## config.mk

```make
export PLATFORM = sky130hd
export DESIGN_NAME = dmem_lsu
export DESIGN_NICKNAME = d
export VERILOG_FILES = /design/src/rtl/lsu_pkg.sv /design/src/rtl/lsu_byte_lane.sv /design/src/rtl/dmem_lsu.sv
export SDC_FILE = /design/constraint.sdc
export NUM_CORES = 1
export LEC_CHECK = 0
export CORE_MARGIN = 2
export CORE_UTILIZATION = 35
export DETAILED_ROUTE_END_ITERATION = 6
export HOLD_SLACK_MARGIN = 0.05
export PLACE_DENSITY = 0.68
export SLEW_MARGIN = 20
export SYNTH_ARGS = -nofsm -noshare
export SYNTH_HDL_FRONTEND = slang
export SYNTH_SLANG_ARGS = --single-unit
```

## constraint.sdc

```tcl
create_clock -name clk -period 2.3 [get_ports clk]
set_input_delay 0.345 -clock clk [delete_from_list [all_inputs] [get_ports clk]]
set_output_delay 0.345 -clock clk [all_outputs]
set_load 0.005 [all_outputs]
```

## src/rtl/lsu_pkg.sv

```systemverilog
// Shared types and constants for the data-memory load/store unit.
package lsu_pkg;

  // Controller states; IDLE and DONE are the only request-accepting states.
  typedef enum logic [2:0] {
    StIdle   = 3'd0,
    StAccess = 3'd1,
    StRmwRd  = 3'd2,
    StRmwWr  = 3'd3,
    StDone   = 3'd4
  } lsu_state_e;

  localparam logic SIZE_BYTE = 1'b0;
  localparam logic SIZE_WORD = 1'b1;

endpackage

```

## src/rtl/lsu_byte_lane.sv

```systemverilog
// Byte-lane steering for a 16-bit little-endian data port: load extraction
// with zero/sign extension, and byte merge for read-modify-write stores.
module lsu_byte_lane
  import lsu_pkg::*;
(
  input  logic [15:0] rd_word_i,     // word returned by memory
  input  logic [15:0] merge_word_i,  // word captured during the RMW read
  input  logic [15:0] wdata_i,       // store data; byte stores use [7:0]
  input  logic        byte_sel_i,    // address bit 0
  input  logic        size_i,
  input  logic        sign_ext_i,
  output logic [15:0] load_data_o,
  output logic [15:0] merge_data_o
);

  logic [7:0] load_byte;

  // Select, extend and merge the addressed byte lane.
  always_comb begin
    load_byte = byte_sel_i ? rd_word_i[15:8] : rd_word_i[7:0];
    if (size_i == SIZE_WORD) begin
      load_data_o = rd_word_i;
    end else if (sign_ext_i) begin
      load_data_o = {{8{load_byte[7]}}, load_byte};
    end else begin
      load_data_o = {8'h00, load_byte};
    end

    merge_data_o = merge_word_i;
    if (byte_sel_i) begin
      merge_data_o[15:8] = wdata_i[7:0];
    end else begin
      merge_data_o[7:0] = wdata_i[7:0];
    end
  end

endmodule

```

## src/rtl/dmem_lsu.sv

```systemverilog
// Load/store unit between a CPU port and a 16-bit word-addressed data memory.
// Byte stores are done as read-modify-write; misaligned word accesses are
// rejected without touching memory.
module dmem_lsu
  import lsu_pkg::*;
#(
  parameter int unsigned ADDR_W = 16,
  parameter int unsigned DATA_W = 16
) (
  input  logic              clk,
  input  logic              rst_n,
  input  logic              req,
  input  logic              we,
  input  logic              size,
  input  logic              sign_ext,
  input  logic [ADDR_W-1:0] addr,
  input  logic [DATA_W-1:0] wdata,
  output logic              busy,
  output logic              done,
  output logic [DATA_W-1:0] rdata,
  output logic              misalign_err,
  output logic [ADDR_W-1:0] mem_addr,
  output logic [DATA_W-1:0] mem_write_data,
  output logic              mem_write,
  output logic              mem_read,
  input  logic [DATA_W-1:0] mem_read_data
);

  lsu_state_e        state_q;
  logic              busy_q;
  logic              done_q;
  logic              err_q;
  logic [DATA_W-1:0] rdata_q;
  logic [DATA_W-1:0] merge_q;
  logic [ADDR_W-1:0] addr_q;
  logic [DATA_W-1:0] wdata_q;
  logic              we_q;
  logic              size_q;
  logic              sext_q;

  logic              misaligned;
  lsu_state_e        accept_state;
  logic [DATA_W-1:0] load_data;
  logic [DATA_W-1:0] merge_data;

  lsu_byte_lane u_byte_lane (
    .rd_word_i   (mem_read_data),
    .merge_word_i(merge_q),
    .wdata_i     (wdata_q),
    .byte_sel_i  (addr_q[0]),
    .size_i      (size_q),
    .sign_ext_i  (sext_q),
    .load_data_o (load_data),
    .merge_data_o(merge_data)
  );

  // Route a new request from the live CPU inputs.
  always_comb begin
    misaligned = (size == SIZE_WORD) && addr[0];
    if (misaligned) begin
      accept_state = StDone;
    end else if (we && (size == SIZE_BYTE)) begin
      accept_state = StRmwRd;
    end else begin
      accept_state = StAccess;
    end
  end

  // Controller FSM with registered status outputs.
  always_ff @(posedge clk) begin
    if (!rst_n) begin
      state_q <= StIdle;
      busy_q  <= 1'b0;
      done_q  <= 1'b0;
      err_q   <= 1'b0;
      rdata_q <= '0;
      merge_q <= '0;
      addr_q  <= '0;
      wdata_q <= '0;
      we_q    <= 1'b0;
      size_q  <= 1'b0;
      sext_q  <= 1'b0;
    end else begin
      done_q <= 1'b0;
      err_q  <= 1'b0;
      busy_q <= 1'b0;
      unique case (state_q)
        StIdle, StDone: begin
          if (req) begin
            addr_q  <= addr;
            wdata_q <= wdata;
            we_q    <= we;
            size_q  <= size;
            sext_q  <= sign_ext;
            state_q <= accept_state;
            busy_q  <= (accept_state != StDone);
            if (misaligned) begin
              done_q  <= 1'b1;
              err_q   <= 1'b1;
              rdata_q <= '0;
            end
          end else begin
            state_q <= StIdle;
          end
        end
        StAccess: begin
          if (!we_q) begin
            rdata_q <= load_data;
          end
          state_q <= StDone;
          done_q  <= 1'b1;
        end
        StRmwRd: begin
          merge_q <= mem_read_data;
          state_q <= StRmwWr;
          busy_q  <= 1'b1;
        end
        StRmwWr: begin
          state_q <= StDone;
          done_q  <= 1'b1;
        end
        default: begin
          state_q <= StIdle;
        end
      endcase
    end
  end

  // Memory strobes; gated by rst_n so a reset edge never commits a write.
  always_comb begin
    mem_read       = rst_n && (((state_q == StAccess) && !we_q) || (state_q == StRmwRd));
    mem_write      = rst_n && (((state_q == StAccess) && we_q) || (state_q == StRmwWr));
    mem_addr       = {addr_q[ADDR_W-1:1], 1'b0};
    mem_write_data = (state_q == StRmwWr) ? merge_data : wdata_q;
  end

  assign busy         = busy_q;
  assign done         = done_q;
  assign rdata        = rdata_q;
  assign misalign_err = err_q;

endmodule

```

==> qor.yml, run 1 <==
placed_design:
  dp.cells: 601
  pre_cts_ws_ns: 0.1058
  place_congestion: 0.8349
  dp_hpwl_um: 6742
  portBuffers: 105
  place_area_um2: 4542
power:
  p_sw_share_pct: 26.12
  vdd_ir_drop_max_mv: 0.3844
  combPwrFrac_pct: 16.5
  pwr-share-clk_pct: 37.9
  p_switching_mw: 0.7847
  power.leakage_nw: 1.726
  power.total_mw: 3.005
  seq_power_share_pct: 45.6
  p_int_mw: 2.220
  power_density_nw_per_um2: 624.6
cells_and_area:
  fin_nets: 538
  final_cells: 618
  antennaDiodeCount: 0
  final_util_pct: 51.82
  fin_area_um2: 4811
  drive_gt1_share_pct: 11.45
  areaGrowthSynthToFinish_pct: 42.35
outcome:
  status: "completed"
synthesis:
  synth-seq-cells: 73
  synth_flop_cell: "dfxtp_1"
  ys_seq_area_share_pct: 43.24
  yosys_warnings: 0
  synth.net_count: 441
  async_flop_share_pct: 0
  netlist_instances: 387
  avgSynthCellArea_um2: 8.733
  synth_top_cells_by_area: "dfxtp_1, nand2_1, a21boi_0"
  synth_top_cell_area_share_pct: 43.24
  yosysMostFrequentCell: "nand2_1"
  yosys-top-cells-count: "nand2_1, dfxtp_1, a21boi_0"
  synth.distinct_cells: 35
  yosysTopAreaCell: "dfxtp_1"
  netlist_area_um2: 3379
  synth_edf_count: 0
clock_network:
  clockRootBuffer: "clkbuf_8"
  h-tree-depth: 3
  cts_made_buffers: 9
  clk_pin_slew_ns: 0.08
  clkLatencyLatePin_ns: 0.35
  clock_path_buffers: 2
  cts_tree: "built"
  cts.sinks: 73
setup_path:
  cp_cell_sequence: "nor2b_4 > nand3_4 > mux2_2 > clkdlybuf4s50_1"
  required_ns: 1.96
  reg2reg_slack_ns: 0.33
  critPathBufInv: 1
  cp_slowest_stage_delay_ns: 0.50
  cpLargestDelayFamily: "buffers and inverters"
  end_kind: "output port"
  critPathMaxFanout: 8
  worstSetupPathType: "reg -> out"
  crit_arrival_ns: 1.87
  slowest_stage: "clkdlybuf4s50_1"
  start_kind: "register"
sta:
  fin_hold_ws_ns: 0.3238
  drv_slew: 0
  setup_slack_ns: 0.08506
  setup_viol: 0
  post-route-min-period_ns: 2.215
  skew_ns: 0.008037
  tightest_slew_ns: 0.8635
  fmax_mhz: 451.5
  max_slew_margin_pct: 42.32
  finalSetupTns_ns: 0
  fin_crit_sh_pct: 96.30
  hold_viol: 0
  rsz0062_at_grt: "false"
die:
  ios: 107
  initial_core_util_pct: 36.40
  die_area_um2: 10460
  core_area_um2: 9284
  fp-row-count: 35
  die_w_um: 102.3
  die_h_um: 102.3
route:
  drt-vias-per-instance: 4.846
  drc: 0
  drt_iter0_drc: 97
  routed_wl_um: 9207
  dr.pass1.iters: 4
  final_antenna_net_count: 0
  vias: 2995
  wl_per_cell_um: 14.90
flow_run:
  max_cap_violations: 0
grt:
  grt_pass1_wl_um: 14540
  grt_max_degree: 51
  grt_use_total_pct: 17.93
  antenna_found_initial: 0
  grt.overflow.total: 0
  first_global_vias: 2912
worst_hold_path:
  worstHoldPathType: "in -> reg"
## per-layer routing
metal	part of all wire [%]	global-route usage, %
met4	0.78	3.077
met2	48	31.17
met5	0	0
met3	4.9	4.788
met1	46	22.65
## power by group through the flow
| stage | Combinational, mW | Clock (mW) | Sequential (mW) |
|---|---|---|---|
| finish | 0.495 | 1.14 | 1.37 |
| global route | 0.544 | 1.22 | 1.38 |
| CTS | 0.499 | 1.17 | 1.37 |
| detailed placement | 0.493 | 0 | 1.40 |
| global placement | 0.485 | 0 | 1.39 |
| floorplan | 0.250 | 0 | 1.38 |
## registers in the layout, summed over array words and instances, names as in the netlist
register	flops
addr_q	16
merge_q	16
rdata	16
wdata_q	16
state_q	3
busy	1
done	1
misalign_err	1
sext_q	1
size_q	1
we_q	1
## cell families (layout without fill, tap and decap cells)
| kind of cell | after synthesis | after routing | synth area share [%] |
|---|---|---|---|
| AO/OA/AOI/OAI | 93 | 93 | 20.14 |
| buffers and inverters | 34 | 136 | 4.887 |
| flip-flops | 73 | 73 | 43.24 |
| multiplexers | 39 | 39 | 12.14 |
| other | 1 | 1 | 0.1110 |
| AND/OR/NAND/NOR | 147 | 147 | 19.47 |
## worst paths after layout
| kind | start | endpoint | cells past startpoint |
|---|---|---|---|
| worst max-delay path | state_q[0] | mem_write_data[4] | 4 |
| worst min-delay path | rst_n | done | 2 |
| worst max register to register | addr_q[0] | rdata[3] | 4 |
| worst min register to register | addr_q[1] | addr_q[1] | 2 |
## worst reg2reg max path, cell delays in order (launching register included)
cell and delay [ns]:
dfxtp_1 0.40, buf_4 0.26, nor2b_1 0.73, mux2i_1 0.37, o31ai_1 0.09
## repair_timing
item                       4_1_cts  5_1_grt
setup endpoints to repair       16       11
buffers inserted                 1        0
hold buffers                     0        0
gates resized for setup          4        3
pin swaps                        1        0
## placed cells by master, fill, tap and decap left out, drive strengths merged
cell / count
buf: 15
a22oi: 1
nor4bb: 2
nor2: 2
a21oi: 3
clkbuf: 9
and2: 7
a21boi: 52
or4b: 1
or3b: 3
inv: 4
clkinvlp: 2
o21ai: 9
dfxtp: 73
a211o: 1
nor2b: 4
nand3b: 1
nor3b: 3
conb: 1
and3: 1
o211ai: 6
o2111ai: 9
o31ai: 9
o21a: 3
or4bb: 1
mux2i: 23
bufinv: 2
nand2: 118
nand2b: 1
nand3: 2
mux2: 16
and3b: 1
clkdlybuf4s50: 104
## layout make-up
cell class              instances  area [um^2]
fillers                       900         4473
multi-input cells             280         1779
flip-flops and latches         73         1465
repair buffers                119         1176
well taps                     129        161.4
clock buffers                   9        123.9
clock inverters                 7        101.3
inverters                       1        3.754
Note: power is estimated with default switching activity, not from simulation.
==> run 2: changes to the inputs <==
clock period = 2.4 ns   (was 2.3 ns; I/O delays follow)
==> run 2 against run 1 <==
  * Sequential share of layout area rose by 0.35 points
  * Worst hold slack improved by 0.0075 ns
  * Wire length rose by 1.9%
  * Final cell count fell by 0.32%
  * Clock skew barely moved
  * Clock power fell by 16%
  * Flip-flop and latch count did not move
  * Critical path depth rose by 1
  * Critical endpoint is now mem_read
  * Largest cell class unchanged
==> qor.yml, run 2 (synthesis gave the netlist of run 1 again) <==
outcome:
  status: "completed"
clock_network:
  clockRootBuffer: "clkbuf_8"
  clock_path_buffers: 2
  cts_tree: "built"
  cts.sinks: 73
  cts_made_buffers: 9
  clkLatencyLatePin_ns: 0.34
  clk_pin_slew_ns: 0.08
  h-tree-depth: 3
route:
  final_antenna_net_count: 0
  wl_per_cell_um: 15.23
  drt-vias-per-instance: 4.877
  routed_wl_um: 9381
  vias: 3004
  drc: 0
  dr.pass1.iters: 4
  drt_iter0_drc: 191
grt:
  grt.overflow.total: 0
  first_global_vias: 2912
  antenna_found_initial: 0
  grt_max_degree: 51
  grt_pass1_wl_um: 14830
  grt_use_total_pct: 18.20
die:
  ios: 107
  fp-row-count: 35
  initial_core_util_pct: 36.40
  die_area_um2: 10460
  die_w_um: 102.3
  die_h_um: 102.3
  core_area_um2: 9284
power:
  power.leakage_nw: 1.698
  vdd_ir_drop_max_mv: 0.2852
  power_density_nw_per_um2: 578.2
  power.total_mw: 2.746
setup_path:
  crit-reg2reg-launch: "state_q[1]"
  cp_slowest_stage_delay_ns: 0.44
  worstSetupPathType: "reg -> out"
  cp_cell_sequence: "buf_4 > nor2_1 > mux2_2 > and3_1 > clkdlybuf4s50_1"
  r2r-end: "rdata[3]"
  end_kind: "output port"
  crit_arrival_ns: 1.91
  start_kind: "register"
  slowest_stage: "clkdlybuf4s50_1"
  ff2ff_path_depth: 4
  critPathMaxFanout: 10
  required_ns: 2.04
  reg2reg_slack_ns: 0.30
sta:
  post-route-min-period_ns: 2.271
  drv_slew: 0
  rsz0062_at_grt: "false"
  fin_crit_sh_pct: 94.62
  setup_viol: 0
  setup_slack_ns: 0.1292
  tightest_slew_ns: 0.9215
  hold_viol: 0
  finalSetupTns_ns: 0
  skew_ns: 0.008205
  fmax_mhz: 440.4
  max_slew_margin_pct: 38.44
placed_design:
  pre_cts_ws_ns: 0.1779
  portBuffers: 105
  dp_hpwl_um: 6690
  place_congestion: 0.8408
worst_hold_path:
  min_from: "rst_n"
  hold_path_depth: 2
  worstHoldPathType: "in -> reg"
  holdPathEnd: "done"
cells_and_area:
  final_cell_mix: "nand2_1, clkdlybuf4s50_1, dfxtp_1"
  mostFrequentLayoutCell: "nand2_1"
  fin_nets: 536
  areaGrowthSynthToFinish_pct: 40.50
  antennaDiodeCount: 0
  drive_gt1_share_pct: 10.68
flow_run:
  max_cap_violations: 0
-- run 2: cell count changes in the layout (fill, tap and decap cells not counted), sizes merged --
| cell | previous run | this run |
|---|---|---|
| clkinv | 0 | 3 |
| buf | 15 | 13 |
| inv | 4 | 2 |
| bufinv | 2 | 1 |
-- run 2: layout make-up --
cell class	count	area, um^2
clock buffer	9	123.9
fill	906	4536
tap	129	161.4
multi-input combinational	280	1779
clock inverter	7	68.82
timing repair buffer	117	1149
sequential	73	1463
inverter	1	3.754
-- run 2: timing repair --
action / CTS / global route
hold buffers: 0 / 0
setup endpoints to repair: 16 / 8
cloned: 0 / 0
gates resized for setup: 2 / 3
pin swaps: 1 / 0
setup buffers: 1 / 0
-- run 2: where the power goes --
part / internal, mW / total [mW] / switching [mW]
sequential: 1.27 / 1.31 / 0.0425
combinational: 0.260 / 0.473 / 0.213
clock: 0.478 / 0.962 / 0.484
-- run 2: worst max path at each step --
| stage | cells after the start | slack, ns | end | startpoint |
|---|---|---|---|---|
| after detailed placement | 4 | 0.18 | mem_write_data[4] | state_q[2] |
| after CTS | 4 | 0.0003 | mem_write_data[0] | state_q[2] |
| after global routing | 5 | 0.05 | mem_read | state_q[1] |
| after floorplan | 7 | 0.77 | rdata[6] | state_q[0] |
| after global placement | 4 | 0.28 | mem_write_data[4] | state_q[2] |
| final | 5 | 0.13 | mem_read | state_q[1] |
-- run 2: per-stage QoR --
step	util, %	instance area [um^2]	hold WS [ns]	cells
after global placement	48.76	4527	0.4493	599
after global routing	51.15	4748	0.3254	616
after floorplan	-	3379	0.4410	387
final	51.15	4748	0.3313	616
after detailed placement	48.76	4527	0.4553	599
after CTS	51.00	4735	0.3179	616
-- run 2: worst max-delay path: cells and delay by family (launching register included) --
kind	cells	cell delay (ns)
mux	1	0.26
simple gates	2	0.24
buf+inv	2	0.65
flops	1	0.42
-- run 2: per-layer routing --
| layer | share of wire (%) | vias up | global-route usage (%) |
|---|---|---|---|
| met4 | 0.64 | 0 | 3.077 |
| met5 | 0 | - | 0 |
| met3 | 5.8 | 6 | 5.267 |
| li1 | - | 1513 | - |
| met2 | 49 | 81 | 30.47 |
| met1 | 44 | 1404 | 23.74 |
==> run 3: changes to the inputs <==
RECOVER_POWER = 50   (was default)
SYNTH_HIERARCHICAL = 1   (was default)
==> run 3 against run 2 <==
  * Maximum frequency up 2.4%
  * Flip-flop and latch count stayed put
  * Core utilization is 2.1 points lower
  * Via count down 7.5%
  * Wire length down 8.9%
  * Critical path depth unchanged
  * Count of clock-buffer cells in the layout unchanged
  * Sequential share of layout area up 0.24 points
  * Sequential power about the same
  * Total power is 0.32% lower
  * Die area up 1.3%
  * Worst hold slack better by 0.13 ns
  * Highest routed layer unchanged
==> qor.yml, run 3 <==
outcome:
  status: "completed"
grt:
  grt_max_degree: 39
  grt_use_total_pct: 16.10
  grt_pass1_wl_um: 13180
  grt.overflow.total: 0
  antenna_found_initial: 0
  first_global_vias: 2650
sta:
  rsz0062_at_grt: "false"
  finalSetupTns_ns: 0
  post-route-min-period_ns: 2.218
  setup_viol: 0
  hold_viol: 0
  tightest_slew_ns: 0.7536
  drv_slew: 0
  fmax_mhz: 450.9
  max_slew_margin_pct: 49.76
  fin_crit_sh_pct: 92.42
  setup_slack_ns: 0.1820
  skew_ns: 0.01340
route:
  drt-vias-per-instance: 4.657
  topRoutingLayerUsed: "met4"
  final_antenna_net_count: 0
  dr.pass1.iters: 4
  wl_met3_um: 467
  wl_per_cell_um: 14.31
  wl_met1_um: 4162
  wl_met2_um: 3820
  drt_iter0_drc: 110
  vias: 2780
  routed_wl_um: 8546
  drc: 0
synthesis:
  async_flop_share_pct: 0
  synth-seq-cells: 73
  netlist_area_um2: 3426
  synth.net_count: 426
  yosys_warnings: 6
  synth_top_cell_area_share_pct: 42.66
  yosys-top-cells-count: "nand2_1, dfxtp_1, a21boi_0"
  synth_flop_cell: "dfxtp_1"
  yosysMostFrequentCell: "nand2_1"
  yosysTopAreaCell: "dfxtp_1"
  synth.distinct_cells: 31
  avgSynthCellArea_um2: 9.209
  synth_edf_count: 0
  synth_top_cells_by_area: "dfxtp_1, nand2_1, a21boi_0"
  netlist_instances: 372
  ys_seq_area_share_pct: 42.66
power:
  power.total_mw: 2.737
  vdd_ir_drop_max_mv: 0.3352
  combPwrFrac_pct: 16.8
  p_switching_mw: 0.7172
  seq_power_share_pct: 48.2
  p_sw_share_pct: 26.21
  power.leakage_nw: 2.162
  p_int_mw: 2.019
  power_density_nw_per_um2: 578.3
  pwr-share-clk_pct: 35.1
die:
  fp-row-count: 36
  die_area_um2: 10600
  ios: 107
  core_area_um2: 9639
  die_h_um: 102.9
  die_w_um: 102.9
  initial_core_util_pct: 35.54
setup_path:
  critPathMaxFanout: 8
  ff2ff_path_depth: 4
  start_kind: "register"
  end_kind: "output port"
  required_ns: 2.04
  reg2reg_slack_ns: 0.72
  crit-reg2reg-launch: "state_q[1]"
  worstSetupPathType: "reg -> out"
  r2r-end: "state_q[0]"
  crit_arrival_ns: 1.86
cells_and_area:
  mostFrequentLayoutCell: "nand2_1"
  drive_gt1_share_pct: 16.16
  fillerInstances: 935
  areaGrowthSynthToFinish_pct: 38.13
  antennaDiodeCount: 0
  final_cell_mix: "nand2_1, dfxtp_1, clkdlybuf4s50_1"
  fin_nets: 513
clock_network:
  cts_made_buffers: 9
  cts_tree: "built"
  clockRootBuffer: "clkbuf_8"
  h-tree-depth: 3
  cts.sinks: 73
  clk_pin_slew_ns: 0.08
  cts_hold_buf: 0
  clkLatencyLatePin_ns: 0.34
  clock_path_buffers: 2
worst_hold_path:
  min_from: "addr_q[1]"
  holdPathEnd: "addr_q[1]"
  hold_path_depth: 2
  worstHoldPathType: "reg -> reg"
placed_design:
  pre_cts_ws_ns: 0.2908
  portBuffers: 105
  place_congestion: 0.7454
  dp_hpwl_um: 6032
flow_run:
  max_cap_violations: 0
run 3: cell types whose count changed after synthesis, sizes merged, moves of 4 or more:
cell | before | now
a22o | 0 | 16
and2 | 7 | 1
buf | 11 | 33
clkbuf | 22 | 8
mux2 | 16 | 39
mux2i | 23 | 2
nand2 | 118 | 112
nand2b | 1 | 5
o2111ai | 9 | 0
o211ai | 6 | 0
o31ai | 9 | 0
run 3: worst max-delay path by stage:
stage | start | endpoint | slack [ns] | cells after the start
global placement | state_q[2] | mem_write_data[2] | 0.34 | 5
global route | state_q[1] | mem_read | 0.09 | 3
detailed placement | state_q[2] | mem_write_data[3] | 0.29 | 5
CTS | state_q[2] | mem_write_data[0] | 0.001 | 5
finish | state_q[2] | mem_write_data[3] | 0.18 | 5
floorplan | state_q[2] | mem_write_data[10] | 0.65 | 4
run 3: cell type report:
type | instances | area [um^2] | share of cell area (%)
tap | 133 | 166.4 | 3.517
clock buffer | 9 | 123.9 | 2.618
multi-input combinational | 256 | 1680 | 35.51
timing repair buffer | 117 | 1215 | 25.67
sequential | 73 | 1469 | 31.04
clock inverter | 7 | 70.07 | 1.481
inverter | 2 | 7.507 | 0.1586
run 3: power groups by stage:
| stage | Sequential [mW] | Combinational, mW | Clock (mW) |
|---|---|---|---|
| finish | 1.32 | 0.458 | 0.960 |
| detailed placement | 1.35 | 0.479 | 0 |
| floorplan | 1.33 | 0.274 | 0 |
| CTS | 1.32 | 0.481 | 0.988 |
| global placement | 1.35 | 0.471 | 0 |
| global route | 1.33 | 0.505 | 1.05 |
run 3: what timing repair did:
action,4_1_cts,5_1_grt
gates cloned,0,1
pin swaps,0,0
resized for setup,6,20
setup endpoints to repair,16,15
setup buffers,0,2
run 3: metrics by stage:
stage               util (%)  hold slack [ns]  instance area [um^2]  cells
CTS                    48.36           0.4696                  4662    594
detailed placement     46.25           0.4567                  4458    578
finish                 49.09           0.4588                  4732    597
floorplan                  -           0.4400                  3426    372
global route           49.09           0.4890                  4732    597
global placement       46.25           0.4498                  4458    578
run 3: kinds of logic after synthesis:
family          synth area share [%]
compound gates                 18.74
buf+inv                        8.145
flops                          42.66
mux                            14.17
other cells                   0.1095
simple gates                   16.18
run 3: worst max-delay path, cell delays in order, from the launching register on:
cell	delay, ns
dfxtp_4	0.37
and2b_2	0.25
nand2_4	0.11
clkbuf_16	0.16
mux2_2	0.33
dlygate4sd2_1	0.27
run 3: per-layer routing:
layer / up-vias / GRT usage (%)
met5: - / 0
met4: 0 / 4.656
met3: 8 / 4.610
met2: 76 / 24.93
met1: 1285 / 21.88
li1: 1411 / -
